===== src/rtl/peripheral_io.sv =====
// Memory-mapped peripheral block behind the ALU: reload timer with IRQ, LEDs,
// synchronised switches, 7-segment register and a byte-wide UART interface.
module peripheral_io #(
  parameter logic [31:0] BASE_ADDR   = 32'h4000_0000,
  parameter int unsigned LED_W       = 8,
  parameter int unsigned SYNC_STAGES = 2
) (
  input  logic             clk,
  input  logic             reset,
  input  logic             rd,
  input  logic             wr,
  input  logic [31:0]      addr,
  input  logic [31:0]      wdata,
  output logic [31:0]      rdata,
  output logic [LED_W-1:0] led,
  input  logic [LED_W-1:0] switch,
  output logic [11:0]      digi,
  output logic             irqout,
  output logic [7:0]       uart_tx_data,
  output logic             uart_tx_start,
  input  logic             uart_tx_busy,
  input  logic [7:0]       uart_rx_data,
  input  logic             uart_rx_valid
);

  localparam int unsigned DW      = 32;
  localparam int unsigned DIGI_W  = 12;
  localparam int unsigned BYTE_W  = 8;
  localparam int unsigned TCON_W  = 3;

  localparam logic [31:0] A_TH   = BASE_ADDR + 32'h00;
  localparam logic [31:0] A_TL   = BASE_ADDR + 32'h04;
  localparam logic [31:0] A_TCON = BASE_ADDR + 32'h08;
  localparam logic [31:0] A_LED  = BASE_ADDR + 32'h0C;
  localparam logic [31:0] A_SW   = BASE_ADDR + 32'h10;
  localparam logic [31:0] A_DIGI = BASE_ADDR + 32'h14;
  localparam logic [31:0] A_TXD  = BASE_ADDR + 32'h18;
  localparam logic [31:0] A_RXD  = BASE_ADDR + 32'h1C;
  localparam logic [31:0] A_UCON = BASE_ADDR + 32'h20;

  logic [DW-1:0]     th_q, th_d;
  logic [DW-1:0]     tl_q, tl_d;
  logic [TCON_W-1:0] tcon_q, tcon_d;
  logic [LED_W-1:0]  led_q, led_d;
  logic [DIGI_W-1:0] digi_q, digi_d;
  logic [BYTE_W-1:0] txd_q, txd_d;
  logic              tx_start_q, tx_start_d;
  logic [BYTE_W-1:0] rxd_q, rxd_d;
  logic              rx_full_q, rx_full_d;
  logic              rx_ovr_q, rx_ovr_d;
  logic [LED_W-1:0]  sw_sync_q [SYNC_STAGES];

  logic tx_busy;
  logic tmr_ovf;
  logic irq_set;
  logic rx_rd;

  assign tx_busy = uart_tx_busy | tx_start_q;
  assign tmr_ovf = tcon_q[0] & (tl_q == '1);
  assign irq_set = tmr_ovf & tcon_q[1];
  assign rx_rd   = rd & (addr == A_RXD);

  assign led           = led_q;
  assign digi          = digi_q;
  assign irqout        = tcon_q[1] & tcon_q[2];
  assign uart_tx_data  = txd_q;
  assign uart_tx_start = tx_start_q;

  // Next-state: timer advance first, then bus writes override where they collide.
  always_comb begin
    th_d       = th_q;
    tl_d       = tl_q;
    tcon_d     = tcon_q;
    led_d      = led_q;
    digi_d     = digi_q;
    txd_d      = txd_q;
    tx_start_d = 1'b0;
    rxd_d      = rxd_q;
    rx_full_d  = rx_full_q;
    rx_ovr_d   = rx_ovr_q;

    if (tcon_q[0]) begin
      tl_d = tmr_ovf ? th_q : tl_q + 32'd1;
    end
    if (irq_set) begin
      tcon_d[2] = 1'b1;
    end

    if (wr) begin
      case (addr)
        A_TH:    th_d   = wdata;
        A_TL:    tl_d   = wdata;
        A_TCON:  tcon_d = {wdata[2] | irq_set, wdata[1:0]};
        A_LED:   led_d  = wdata[LED_W-1:0];
        A_DIGI:  digi_d = wdata[DIGI_W-1:0];
        A_TXD: begin
          if (!tx_busy) begin
            txd_d      = wdata[BYTE_W-1:0];
            tx_start_d = 1'b1;
          end
        end
        default: ;
      endcase
    end

    // A read of RXD acknowledges; a byte arriving in the same cycle re-arms rx_full.
    if (rx_rd) begin
      rx_full_d = 1'b0;
      rx_ovr_d  = 1'b0;
    end
    if (uart_rx_valid) begin
      rxd_d     = uart_rx_data;
      rx_full_d = 1'b1;
      rx_ovr_d  = rx_rd ? 1'b0 : (rx_ovr_q | rx_full_q);
    end
  end

  always_ff @(posedge clk or negedge reset) begin
    if (!reset) begin
      th_q       <= '0;
      tl_q       <= '0;
      tcon_q     <= '0;
      led_q      <= '0;
      digi_q     <= '0;
      txd_q      <= '0;
      tx_start_q <= 1'b0;
      rxd_q      <= '0;
      rx_full_q  <= 1'b0;
      rx_ovr_q   <= 1'b0;
    end else begin
      th_q       <= th_d;
      tl_q       <= tl_d;
      tcon_q     <= tcon_d;
      led_q      <= led_d;
      digi_q     <= digi_d;
      txd_q      <= txd_d;
      tx_start_q <= tx_start_d;
      rxd_q      <= rxd_d;
      rx_full_q  <= rx_full_d;
      rx_ovr_q   <= rx_ovr_d;
    end
  end

  // Switch pins are asynchronous to clk.
  always_ff @(posedge clk or negedge reset) begin
    if (!reset) begin
      for (int i = 0; i < SYNC_STAGES; i++) sw_sync_q[i] <= '0;
    end else begin
      sw_sync_q[0] <= switch;
      for (int i = 1; i < SYNC_STAGES; i++) sw_sync_q[i] <= sw_sync_q[i-1];
    end
  end

  always_comb begin
    rdata = '0;
    if (rd) begin
      case (addr)
        A_TH:    rdata = th_q;
        A_TL:    rdata = tl_q;
        A_TCON:  rdata = DW'(tcon_q);
        A_LED:   rdata = DW'(led_q);
        A_SW:    rdata = DW'(sw_sync_q[SYNC_STAGES-1]);
        A_DIGI:  rdata = DW'(digi_q);
        A_TXD:   rdata = DW'(txd_q);
        A_RXD:   rdata = DW'(rxd_q);
        A_UCON:  rdata = DW'({rx_ovr_q, rx_full_q, tx_busy});
        default: rdata = '0;
      endcase
    end
  end

endmodule


===== config.mk =====
export PLATFORM = sky130hd
export DESIGN_NAME = peripheral_io
export DESIGN_NICKNAME = d
export VERILOG_FILES = /design/src/rtl/peripheral_io.sv
export SDC_FILE = /design/constraint.sdc
export NUM_CORES = 1
export LEC_CHECK = 0
export BUFFER_PORTS_ARGS = -buffer_cell sky130_fd_sc_hd__buf_4
export CAP_MARGIN = 10
export CORE_ASPECT_RATIO = 0.5
export CORE_UTILIZATION = 59
export CTS_CLUSTER_SIZE = 24
export DETAILED_ROUTE_END_ITERATION = 10
export PLACE_DENSITY = 0.83
export SYNTH_ARGS = -nofsm -noshare
export SYNTH_HDL_FRONTEND = slang
export SYNTH_SLANG_ARGS = --single-unit

===== constraint.sdc =====
create_clock -name clk -period 4.88 [get_ports clk]
set_input_delay 0 -clock clk [delete_from_list [all_inputs] [get_ports clk]]
set_output_delay 0 -clock clk [all_outputs]
set_load 0.02 [all_outputs]

**Word level (Yosys, flattened, before mapping)**

Cells that the tools add are included.

- $add $sub $neg: 1
- Equality and inequality tests: 10
- Muxes and demuxes: 16
- Bitwise gates (word level): 8
- Reductions and logical operators: 6

Operators by type and width:

| operator | number |
|---|---|
| $eq 32x31->1 const B | 9 |
| $pmux 32 s9 | 1 |
| $mux 32 | 5 |
| $add 32x1->32 const B | 1 |
| $eq 32x32->1 const B | 1 |
| $mux 1 | 8 |
| $reduce_and 2->1 | 4 |
| $mux 3 | 2 |
| $and 1x1->1 | 4 |
| $or 1x1->1 | 3 |
| $reduce_and 3->1 | 1 |
| $reduce_bool 2->1 | 1 |
| $not 1->1 | 1 |

- Register bits: 122
- Output and inout port bits: 62

**Depth between registers and ports, before layout**

- Word-level depth: 6
- Gate-level depth with buffers: 10

**Worst setup path before layout**

OpenSTA, ideal clock, no wires.

- Kind: reg2reg
- Start point: register tl_q[0]
- End point: register tl_q[28]
- Library setup time: 0.127 ns
- Data arrival time: 1.850 ns
- Data required time: 4.753 ns
- Slack: 2.903 ns
- Cell stages (with the launch flop): 9
- Clock period less this slack: 1.977 ns
- Path through: dfrtp_1 -> ha_1 -> nand4_1 -> or3_1 -> clkbuf_1 -> nor4_1 -> nand3_1 -> o21ai_0 -> o21ai_0

- Cells in the longest elaborated chain, start to end: 6

Ends and longest elaborated chain:

| element | RTL line | text |
|---|---|---|
| start: declaration | 42 | `logic [DW-1:0] tl_q, tl_d;` |
| start signal: assignment | 132 | `tl_q <= tl_d;` |
| parallel branches: the longest is 2 deep, another holds $add 32x1->32 | -- |  |
| $mux 32 * | 83 | `tl_d = tmr_ovf ? th_q : tl_q + 32'd1;` |
| $mux 32 * | 82 | `if (tcon_q[0]) begin` |
| $mux 32 | 90 | `case (addr)` |
| $mux 32 * | 89 | `if (wr) begin` |
| net tl_d[28] | 42 |  |

Mark *: on every way through the listed nets, which the timed path passes.
A chain may end at the register's enable or synchronous reset.

**Worst setup path after layout**

- Start point: register tl_q[11]
- End point: register tl_q[19]

The elaborated chain is that of the path after synthesis.

==> run summary <==
Input and output buffers added on the ports amount to 147. The critical hold path startpoint is addr[4]. The static power due to leakage is 4.03 nW.

STA puts the critical path data required time at 5180 ps. The peak fanout along the critical path is 22. The cell repeated most along the worst path is sky130_fd_sc_hd__and3_1. The gate count after technology mapping is 634.

After synthesis, flip-flops and latches occupy 45.8% of the total area. The die width is 152 um. The number of enable-type register cells in the synthesized netlist came out at 0. The area growth from synthesis to layout is 34.5%. The start of the worst register-to-register path is tl_q[11]$_DFF_PN0_. The checks that failed: design-rule violations. The pin slew with the least headroom to its limit came out at 1210 ps. The number of placed I/O pins is 148. The total of warnings raised by yosys came out at 0. The share of the synthesized area in the top cell type is 45.8%. The worst slew margin relative to its limit is 19.1%. The category of cells accounting for the largest share of critical-path delay is simple AND/OR/NAND/NOR gates. After routing, the total negative slack on setup checks comes to 0 ps. The signal on the critical path passes through and4_1, and3_1, and3_1, mux2i_1, a211oi_2, a21o_1.

Global routing finished with a remaining overflow of 0. The number of antenna violations at the first check in global routing is 0. The class of the tightest hold or removal check is primary input to register. The post-detailed-placement half-perimeter wirelength came out at 12.2 mm. The depth of the worst register-to-register path came out at 6.

The proportion of layout cells with a drive suffix above 1 came out at 33.5%. The final max-slew violation count came out at 0. Synthesis produced a netlist with a net count of 721.

The number of setup violations in the final report is 0. The maximum VDD drop came out at 0.263 mV. The count of cells resized by post-cts repair is 0. The total routing usage reported by global routing is 35.4%.

The nature of the critical path endpoint is a register. The final weighted congestion in routability-driven placement is 0.914. The worst register-to-register path has a setup slack of 1910 ps.

The number of buffers and inverters on the critical path came out at 0. The peak per-stage delay on the critical path is 860 ps. The clock sink count is 122. The share of the cycle needed by the critical path after routing is 60.9%. The floorplan step set the die height to 77.2 um.

The number of buffers inserted by hold repair at cts is 63. The mean number of vias per cell is 6.35. The region available for standard cell placement spans 0.0110 sq mm. Wires add up to 20.1 mm. The post-detailed-route count of antenna-violating nets is 0. The final number of hold-violating endpoints came out at 0. Counting flops with an async set or reset pin after synthesis yields a share of 100%. In this run, the number of DRC markers left after iteration 0 of detailed routing was 574. The primary flip-flop cell chosen by synthesis mapping is sky130_fd_sc_hd__dfrtp_1. The average wire length per cell after detail routing came out at 20.5 um. Yosys attributes the largest share of cell area to sky130_fd_sc_hd__dfrtp_1 46%, sky130_fd_sc_hd__mux2_2 11%, sky130_fd_sc_hd__nor2_1 3.4%.

In this run the critical register-to-register path is captured at tl_q[19]$_DFF_PN0_. The site row count is 27. The DRC violation count after routing is 7. The worst min-delay path endpoint is uart_tx_start$_DFF_PN0_. The flip-flop and latch area is 0.00305 sq mm. The total via count after detailed routing came out at 6233. The launching element type of the critical path is a register.

The cell sitting at the root of the clock tree is a sky130_fd_sc_hd__clkbuf_16. The maximum achievable frequency came out at 337 MHz. The count of unique library cells instantiated by Yosys came out at 68. The flow ran to the end, but the final reports show violations. Setup repair after global routing left no endpoint under its margin. The non-filler instance count after layout came out at 981. Among all stages on the critical path, the largest delay is contributed by sky130_fd_sc_hd__and3_1. The largest net degree at the start of global routing is 80.

After clock tree synthesis, the clock-pin slew on the worst setup and hold paths is 60 ps. The cell count of the worst hold path is 3. The total placed cells including tap cells came out at 886. The effective utilization at floorplan came out at 60.6%. The detailed-routing iteration count for the pre-antenna-repair pass is 11. Of all cell types, the one taking the most synthesized area is sky130_fd_sc_hd__dfrtp_1. The worst-case clock buffer depth is 2. The worst setup path is of the register to register kind.

The clock reaches the later pin of the worst-skew pair after 410 ps. The final critical-path required period is 2970 ps. Data arrives at the worst endpoint at 3270 ps. On the final layout, the worst clock skew is 5.79 ps. Synthesis inferred 122 register bits. The H-tree generated during clock tree synthesis spans 4 levels. Across the run, the number of max-cap violations was 0. The mean cell area of the mapped netlist is 10.5 sq um. TritonCTS built the clock tree. The die covers 0.0118 sq mm. The first global-routing pass estimated 32.2 mm of wire. The number of global-route vias before repair came out at 6287. The cell area after technology mapping came out at 0.00667 sq mm. The multi-input combinational cell area is 0.00336 sq mm. The number of clock buffers added by TritonCTS is 17. The power density over cell area is 278 mW/mm^2. The repair_antennas step left the layout with diodes totalling 0. After filler insertion, the fill cell instance count of the layout stands at 659. The final layout net count is 910. The buffer count from post-CTS setup fixing is 0.
-- area by class of cell --
cell class / instances / share of cell area, %
Tap cell: 145 / 2.02
Timing Repair Buffer: 215 / 19.7
Inverter: 4 / 0.167
Clock inverter: 15 / 1.88
Clock buffer: 17 / 4.74
Multi-Input combinational cell: 463 / 37.4
Sequential cell: 122 / 34.0
-- cell usage after synthesis (3+ instances only) --
library cell / n
sky130_fd_sc_hd__dfrtp_1: 122
sky130_fd_sc_hd__mux2_2: 66
sky130_fd_sc_hd__nor2_1: 60
sky130_fd_sc_hd__nand2_1: 39
sky130_fd_sc_hd__a21oi_1: 38
sky130_fd_sc_hd__nand3_1: 28
sky130_fd_sc_hd__a22oi_1: 21
sky130_fd_sc_hd__buf_2: 18
sky130_fd_sc_hd__o21ai_0: 17
sky130_fd_sc_hd__clkbuf_1: 15
sky130_fd_sc_hd__nor3_1: 14
sky130_fd_sc_hd__mux2i_1: 13
sky130_fd_sc_hd__nand4_1: 12
sky130_fd_sc_hd__nor4_1: 12
sky130_fd_sc_hd__and3_1: 10
sky130_fd_sc_hd__mux2_4: 10
sky130_fd_sc_hd__a21o_1: 8
sky130_fd_sc_hd__and2_1: 8
sky130_fd_sc_hd__buf_4: 8
sky130_fd_sc_hd__mux2_1: 8
sky130_fd_sc_hd__a22o_1: 6
sky130_fd_sc_hd__a31oi_1: 6
sky130_fd_sc_hd__nor2b_1: 6
sky130_fd_sc_hd__a211oi_1: 5
sky130_fd_sc_hd__a32oi_1: 5
sky130_fd_sc_hd__a222oi_1: 4
sky130_fd_sc_hd__inv_1: 4
sky130_fd_sc_hd__o2bb2ai_1: 4
sky130_fd_sc_hd__or3_1: 4
sky130_fd_sc_hd__a221oi_1: 3
sky130_fd_sc_hd__and4_1: 3
sky130_fd_sc_hd__mux4_2: 3
sky130_fd_sc_hd__nand3_2: 3
sky130_fd_sc_hd__o211ai_1: 3
sky130_fd_sc_hd__xnor2_1: 3
-- worst register-to-register path: stages (launching register included) --
cell and delay [ps]:
sky130_fd_sc_hd__dfrtp_1 480, sky130_fd_sc_hd__and4_1 360, sky130_fd_sc_hd__and3_1 500, sky130_fd_sc_hd__and3_1 870
sky130_fd_sc_hd__mux2i_1 330, sky130_fd_sc_hd__a211oi_2 110, sky130_fd_sc_hd__a21o_1 220
-- stage by stage --
step	hold slack [ps]	util (%)	setup WS (ps)	total power, mW	cell area, sq um
global placement	30.8	70.3	2140	1.19	7750
CTS	20.3	81.5	1960	2.49	8970
finish	40.7	81.5	1910	2.50	8970
floorplan	-296	-	2900	1.10	6670
global route	56.8	81.5	1730	2.55	8970
detailed placement	36.0	70.3	2020	1.19	7750
-- state kept, by name (all words and copies together), names as in the netlist --
register / cells
led: 8
uart_tx_data: 8
tcon_q: 3
tl_q: 32
rx_full_q: 1
rxd_q: 8
digi: 12
sw_sync_q: 16
rx_ovr_q: 1
uart_tx_start: 1
th_q: 32
-- cells in the final DEF, fill, tap and decap left out, types with 5 or more instances in the layout --
| cell type | netlist | routed |
|---|---|---|
| sky130_fd_sc_hd__mux2i_1 | 13 | 13 |
| sky130_fd_sc_hd__dfrtp_1 | 122 | 122 |
| sky130_fd_sc_hd__a21o_1 | 8 | 8 |
| sky130_fd_sc_hd__nor4_1 | 12 | 12 |
| sky130_fd_sc_hd__and3_1 | 10 | 10 |
| sky130_fd_sc_hd__clkbuf_16 | 0 | 17 |
| sky130_fd_sc_hd__a22o_1 | 6 | 6 |
| sky130_fd_sc_hd__nor2_1 | 60 | 60 |
| sky130_fd_sc_hd__nand3_1 | 28 | 28 |
| sky130_fd_sc_hd__and2_1 | 8 | 8 |
| sky130_fd_sc_hd__a22oi_1 | 21 | 21 |
| sky130_fd_sc_hd__a21oi_1 | 38 | 38 |
| sky130_fd_sc_hd__nand4_1 | 12 | 12 |
| sky130_fd_sc_hd__buf_4 | 8 | 152 |
| sky130_fd_sc_hd__o21ai_0 | 17 | 17 |
| sky130_fd_sc_hd__a31oi_1 | 6 | 6 |
| sky130_fd_sc_hd__clkinv_4 | 0 | 5 |
| sky130_fd_sc_hd__dlygate4sd3_1 | 0 | 63 |
| sky130_fd_sc_hd__a211oi_1 | 5 | 5 |
| sky130_fd_sc_hd__a32oi_1 | 5 | 5 |
| sky130_fd_sc_hd__mux2_4 | 10 | 10 |
| sky130_fd_sc_hd__mux2_2 | 66 | 66 |
| sky130_fd_sc_hd__nor3_1 | 14 | 14 |
| sky130_fd_sc_hd__mux2_1 | 8 | 8 |
| sky130_fd_sc_hd__nand2_1 | 39 | 39 |
| sky130_fd_sc_hd__nor2b_1 | 6 | 6 |
-- worst max-delay path by stage --
| stage | startpoint | to | depth (start not counted) |
|---|---|---|---|
| 6_report | tl_q[11]$_DFF_PN0_ | tl_q[19]$_DFF_PN0_ | 6 |
| 5_1_grt | tl_q[11]$_DFF_PN0_ | tl_q[19]$_DFF_PN0_ | 6 |
| 4_1_cts | tl_q[11]$_DFF_PN0_ | tl_q[19]$_DFF_PN0_ | 6 |
| 3_5_place_dp | tl_q[11]$_DFF_PN0_ | tl_q[19]$_DFF_PN0_ | 6 |
| 3_3_place_gp | tl_q[11]$_DFF_PN0_ | tl_q[19]$_DFF_PN0_ | 6 |
| 2_1_floorplan | tl_q[0]$_DFF_PN0_ | tl_q[28]$_DFF_PN0_ | 8 |
-- power by group --
group          switching, mW  internal [mW]  total, mW
Clock                  0.508          0.762       1.27
Combinational         0.0877          0.107      0.194
Sequential           0.00727           1.03       1.03
-- cell families (layout without fill, tap and decap cells) --
group	Yosys count	in the layout	synth area share, %
xor gates and xnor gates	3	3	0.394
and+or+nand+nor	218	218	17.5
AOI/OAI and AO/OA	141	141	14.5
DFF	122	122	45.8
buffers and inverters	49	251	3.94
adders and majority gates	1	1	0.188
muxes	100	100	17.7
-- routing by layer --
layer / wire length [um] / global-route usage, % / up-vias
li1: - / - / 2763
met1: 8310 / 44.7 / 3078
met2: 9640 / 59.1 / 339
met3: 1680 / 7.80 / 53
met4: 445 / 15.5 / 0
met5: 0 / 0 / -
(Power assumes the default switching activity.)
